[src/rtl/mix_column_iter.sv]
// Iterative S-AES MixColumns engine: forward or inverse matrix, one 8-bit
// column transformed per clock, with valid/ready handshakes on both sides.
//
//   state | meaning
//   IDLE  | waiting for an input state, in_ready high
//   BUSY  | transforming column col_cnt of the working register
//   DONE  | result held on out_data with out_valid until out_ready
module mix_column_iter #(
    parameter int COLS = 2
) (
    input  logic              clk,
    input  logic              rst,
    input  logic              in_valid,
    output logic              in_ready,
    input  logic              in_dec,
    input  logic [8*COLS-1:0] in_data,
    output logic              out_valid,
    input  logic              out_ready,
    output logic [8*COLS-1:0] out_data,
    output logic              busy
);

    localparam int SW = 8 * COLS;
    localparam int CW = $clog2((COLS > 1) ? COLS : 2);

    typedef enum logic [1:0] {
        IDLE = 2'd0,
        BUSY = 2'd1,
        DONE = 2'd2
    } state_t;

    state_t          state;
    logic [CW-1:0]   col_cnt;
    logic            mode;
    logic [SW-1:0]   work;
    logic [SW-1:0]   work_nxt;

    // GF(2^4) helpers, modulus x^4+x+1
    function automatic logic [3:0] gf_x2(input logic [3:0] v);
        return {v[2:0], 1'b0} ^ (v[3] ? 4'h3 : 4'h0);
    endfunction

    function automatic logic [3:0] gf_x4(input logic [3:0] v);
        return gf_x2(gf_x2(v));
    endfunction

    function automatic logic [3:0] gf_x9(input logic [3:0] v);
        return gf_x2(gf_x4(v)) ^ v;
    endfunction

    function automatic logic [7:0] mix_col(input logic [7:0] c, input logic dec);
        logic [3:0] s0;
        logic [3:0] s1;
        s0 = c[7:4];
        s1 = c[3:0];
        if (dec)
            return {gf_x9(s0) ^ gf_x2(s1), gf_x2(s0) ^ gf_x9(s1)};
        else
            return {s0 ^ gf_x4(s1), gf_x4(s0) ^ s1};
    endfunction

    // Working register with only the selected column replaced
    always_comb begin
        work_nxt = work;
        for (int k = 0; k < COLS; k++) begin
            if (col_cnt == CW'(k))
                work_nxt[SW-1-8*k -: 8] = mix_col(work[SW-1-8*k -: 8], mode);
        end
    end

    // Sequencer with registered handshake and status outputs
    always_ff @(posedge clk) begin
        if (rst) begin
            state     <= IDLE;
            col_cnt   <= '0;
            mode      <= 1'b0;
            work      <= '0;
            in_ready  <= 1'b1;
            out_valid <= 1'b0;
            busy      <= 1'b0;
        end else begin
            case (state)
                IDLE: begin
                    if (in_valid && in_ready) begin
                        work     <= in_data;
                        mode     <= in_dec;
                        col_cnt  <= '0;
                        state    <= BUSY;
                        in_ready <= 1'b0;
                        busy     <= 1'b1;
                    end
                end
                BUSY: begin
                    work <= work_nxt;
                    if (col_cnt == CW'(COLS - 1)) begin
                        // counter parks at 0 so it never runs past COLS-1
                        col_cnt   <= '0;
                        state     <= DONE;
                        out_valid <= 1'b1;
                    end else begin
                        col_cnt <= col_cnt + 1'b1;
                    end
                end
                DONE: begin
                    if (out_ready) begin
                        state     <= IDLE;
                        out_valid <= 1'b0;
                        busy      <= 1'b0;
                        in_ready  <= 1'b1;
                    end
                end
                default: begin
                    state     <= IDLE;
                    col_cnt   <= '0;
                    in_ready  <= 1'b1;
                    out_valid <= 1'b0;
                    busy      <= 1'b0;
                end
            endcase
        end
    end

    assign out_data = work;

endmodule
[config.mk]
export PLATFORM = sky130hd
export DESIGN_NAME = mix_column_iter
export DESIGN_NICKNAME = d
export VERILOG_FILES = /design/src/rtl/mix_column_iter.sv
export SDC_FILE = /design/constraint.sdc
export NUM_CORES = 1
export LEC_CHECK = 0
export CAP_MARGIN = 20
export CORE_MARGIN = 5
export CORE_UTILIZATION = 50
export CTS_CLUSTER_SIZE = 16
export DETAILED_ROUTE_END_ITERATION = 10
export MAX_ROUTING_LAYER = met4
export PLACE_DENSITY = 0.87
export SKIP_CTS_REPAIR_TIMING = 1
export SYNTH_ARGS = -nofsm -noshare
export SYNTH_HDL_FRONTEND = slang
export SYNTH_SLANG_ARGS = --single-unit
export TNS_END_PERCENT = 20
[constraint.sdc]
create_clock -name clk -period 2.1 [get_ports clk]
set_clock_uncertainty 0.2 [all_clocks]
set_input_delay 0.21 -clock clk [delete_from_list [all_inputs] [get_ports clk]]
set_output_delay 0.21 -clock clk [all_outputs]
set_load 0.05 [all_outputs]
## Word level (Yosys, flattened, before mapping)

Index checks and enable logic that the tools add are counted.

| operators by class | value |
|---|---|
| add/subtract/negate cells | 1 |
| multiply operators | 0 |
| divide/modulo/power cells | 0 |
| magnitude comparators | 0 |
| equal/unequal tests | 6 |
| shifts and indexed selects | 0 |
| muxes and demuxes | 32 |
| bitwise gates (word level) | 27 |
| reductions and logical operators | 10 |

Operators by type and width:

| operator | number |
|---|---|
| 4-bit by 2-bit XOR with 4-bit output | 12 |
| 4-bit XOR | 12 |
| 8-bit two-way mux | 4 |
| 16-bit case mux with 2 select lines | 1 |
| 2-bit two-way mux | 15 |
| 16-bit two-way mux | 1 |
| 3-bit AND reduction | 5 |
| 1-bit case mux with 3 select lines | 4 |
| 2-bit != test, second input constant | 4 |
| 1-bit two-way mux | 6 |
| 2-bit case mux with 3 select lines | 1 |
| 2-bit AND reduction | 2 |
| 1-bit NOT | 3 |
| 2-bit by 1-bit equality test with 1-bit output, second input constant | 1 |
| 2-bit equality test, second input constant | 1 |
| 2-bit logical NOT | 1 |
| 2-bit nonzero test | 1 |
| 1-bit adder, second input constant | 1 |
| 1-bit logical AND | 1 |

| storage, ports and cells | value |
|---|---|
| bits in registers | 23 |
| latch bits | 0 |
| RAM bits | 0 |
| ROM bits | 0 |
| bits of input ports | 21 |
| output and inout port bits | 19 |
| memories kept | 0 |

## Logic depth before layout (Yosys ltp)

| depth | value |
|---|---|
| depth in word-level cells | 11 |
| mapped depth | 6 |
| mapped depth without buffers | 4 |

## Worst setup path after synthesis

No wires, ideal clock.

| timing | value |
|---|---|
| path type | reg2reg |
| start point | register work[2], in the netlist out_data[2] |
| end point | register work[1], in the netlist out_data[1] |
| library setup time | 0.070 ns |
| data arrival time | 1.536 ns |
| required time | 1.830 ns |
| slack | 0.294 ns |
| stages on the path, launching flop included | 5 |
| buffers on the path | 1 |
| period minus slack after synthesis | 1.806 ns |
| cell sequence | dfxtp_1 > clkbuf_2 > xnor3_1 > and3_1 > o2bb2ai_1 |

| on the way | value |
|---|---|
| word-level cells in the longest chain between the ends | 9 |

RTL lines:

| what | line | text |
|---|---|---|
| start: declaration | 35 | `logic [SW-1:0] work;` |
| start signal: assignment | 85 | `work <= in_data;` |
| start signal: assignment | 94 | `work <= work_nxt;` |
| 4-bit by 2-bit XOR with 4-bit output | 40 | `return {v[2:0], 1'b0} ^ (v[3] ? 4'h3 : 4'h0);` |
| 2-bit two-way mux | 40 |  |
| 4-bit by 2-bit XOR with 4-bit output (2 in series) | 40 |  |
| 4-bit XOR | 48 | `return gf_x2(gf_x4(v)) ^ v;` |
| 4-bit XOR | 57 | `return {gf_x9(s0) ^ gf_x2(s1), gf_x2(s0) ^ gf_x9(s1)};` |
| 8-bit two-way mux | 56 | `if (dec)` |
| 8-bit two-way mux | 66 | `if (col_cnt == CW'(k))` |
| 16-bit case mux with 2 select lines | 82 | `case (state)` |

No other way between the ends. The select of a mux whose other input is x is not followed.
A chain may end at the register's enable or synchronous reset.

## Worst setup path in the final report

| timing | value |
|---|---|
| start point | register work[1], in the netlist out_data[1] |
| end point | output out_data[1] |

RTL lines:

| what | line | text |
|---|---|---|
| end: declaration | 19 | `output logic [8*COLS-1:0] out_data,` |

No word-level cell between the ends.

==> run metrics <==
Detail Route Antenna Nets 0; total iterations of the first detailed-routing run 4; Crit Path Max Fanout 4; cts bufs inserted 3; Post-synth EDFFs 0; WL final 4331 microns; result of the run finished, final reports clean; core area 0.002781 sq mm; CP top delay family buffers and inverters; Pint 848.9 uW; Avg Inst Size Synth 8.050 sq um; Net Switching 614.8 uW; Final Critical Period 2027 ps; relative slew slack 60.06%; clock tree buffer depth 2; Die H 64.13 microns; Tcrit/Tclk final 96.54%; initial drt markers 112; Max Fclk 493.3 MHz; final net count 247; post-layout util 71.12%; Area growth, synth to finish 35.01%; crit path buf inv count 1; Clock Tree Root clkbuf_4; CTS tree done; remaining global-route overflow 0; # clock sinks 23; number of setup violations in the final report 0; WP data arrival 1620 ps; Cell Area, Synth 0.001465 sq mm; Worst EP required 1690 ps; Starting Density 52.68%; vias in the first global route 1492; clock power share 14.4%; Synth Register Bits 23; Clock transition at path regs 130 ps; Mapped Cells 182; sequential share of power 38.5%; ANT cells 0; slowest stage delay, CP 860 ps; maxcap violations 0; worst-margin pin slew 598.3 ps; Post-route DRC 0; synth unique cells 33; initial antenna violation count 0; maximum number of pins on one net before global-route repair 18; commonest non-fill, non-tap cell in the layout clkdlybuf4s50_1; dpl cells 252; crit-path cells clkdlybuf4s50_1; layout cell share with drive strength beyond 1 8.444%; Worst Setup Slack, final 72.72 ps; combinational cell fraction of total power 47.1%; Final Max Slew Viols 0; static leakage 0.8331 nW; PwrDens 740.0 mW/mm^2; num rows 19; H-tree depth 1; Synth warnings 0; routability cong. 0.9526; Worst setup SP type register; Final Instance Count excl. Fillers 256; register area share after synthesis 31.43%; RSZ-0062 raised after global routing false; CP Class reg2out; commonest cells after routing, fill and taps aside 30 x clkdlybuf4s50_1, 23 x nor2_1, 23 x dfxtp_1; I/O Pins 40; Horiz. Die Dim 64.13 microns; ys async rst share 0%; vias per cell 6.051; worst skew pair latency 310 ps; Die Area 0.004113 sq mm; first-pass GRT wire length 7320 microns; Main synth FF type dfxtp_1; Setup WS pre-CTS 64.11 ps; vias 1549; final hold violation count 0; VDD IR max 0.5587 mV; Tot GR Track Use 22.26%; CP endpoint kind output port; type of the worst min-delay path in2reg; dpl hpwl 3360 microns; Port Buffers 39; CP max-delay cell clkdlybuf4s50_1; routed len/inst 16.92 microns; sw frac 42.00%; Syn Nets 203
synthesized netlist by cell type, types with 4 or more instances:
library cell	number	share of area, %
nor2b_1	6	2.6
a2111oi_0	4	2.4
a21oi_1	17	5.8
nor2_1	23	5.9
o21ai_0	20	6.8
buf_2	7	2.4
nand2_1	11	2.8
o211ai_1	4	2.0
xnor2_1	12	7.2
a311oi_1	5	3.0
o2bb2ai_1	4	2.4
dfxtp_1	23	31
a211oi_1	7	3.6
xor2_1	6	3.6
registers in the layout, indices dropped and copies added, names as in the netlist:
| register | count |
|---|---|
| out_data | 16 |
| col_cnt | 1 |
| state | 2 |
| in_ready | 1 |
| out_valid | 1 |
| mode | 1 |
| busy | 1 |
power groups by stage:
| stage | Clock [mW] | Combinational, mW | Sequential, mW |
|---|---|---|---|
| 6_report | 0.210 | 0.690 | 0.564 |
| 3_3_place_gp | 0 | 0.666 | 0.569 |
| 2_1_floorplan | 0 | 0.318 | 0.708 |
| 3_5_place_dp | 0 | 0.684 | 0.573 |
| 4_1_cts | 0.219 | 0.687 | 0.563 |
| 5_1_grt | 0.240 | 0.736 | 0.573 |
logic make-up after synthesis:
| logic type | share of synthesized area, % |
|---|---|
| buffers and inverters | 4.525 |
| xor gates and xnor gates | 13.83 |
| and+or+nand+nor | 17.68 |
| AOI/OAI and AO/OA | 32.54 |
| DFF | 31.43 |
final timing paths:
path              cells past startpoint           end  slack (ps)    startpoint
hold / removal                        3          mode         310        in_dec
hold reg to reg                       2  out_data[13]         330  out_data[13]
setup reg to reg                      5  out_data[13]         230      state[1]
setup / recovery                      1   out_data[1]          70   out_data[1]
layer usage:
layer | track usage, % | vias to the layer above | wire [microns]
li1 | - | 746 | -
met4 | 4.835 | 0 | 23
met2 | 34.30 | 58 | 2139
met1 | 30.88 | 741 | 1913
met5 | - | - | 0
met3 | 3.327 | 4 | 255
through the flow:
step	total power, mW	TNS (ps)	hold WS [ps]	area, sq um
5_1_grt	1.549	0	301.9	1978
2_1_floorplan	1.026	0	148.6	1465
4_1_cts	1.469	-21.49	310.4	1956
6_report	1.464	0	311.6	1978
3_5_place_dp	1.257	0	306.4	1929
3_3_place_gp	1.235	0	293.4	1929
layout make-up:
type                            count  area, sq um
Multi-Input combinational cell    144        938.4
Clock buffer                        4        26.28
Inverter                            3        11.26
Fill cell                         246        803.3
Tap cell                           31        38.79
Timing Repair Buffer               51        503.0
Sequential cell                    23        460.4
(Power assumes the default switching activity.)
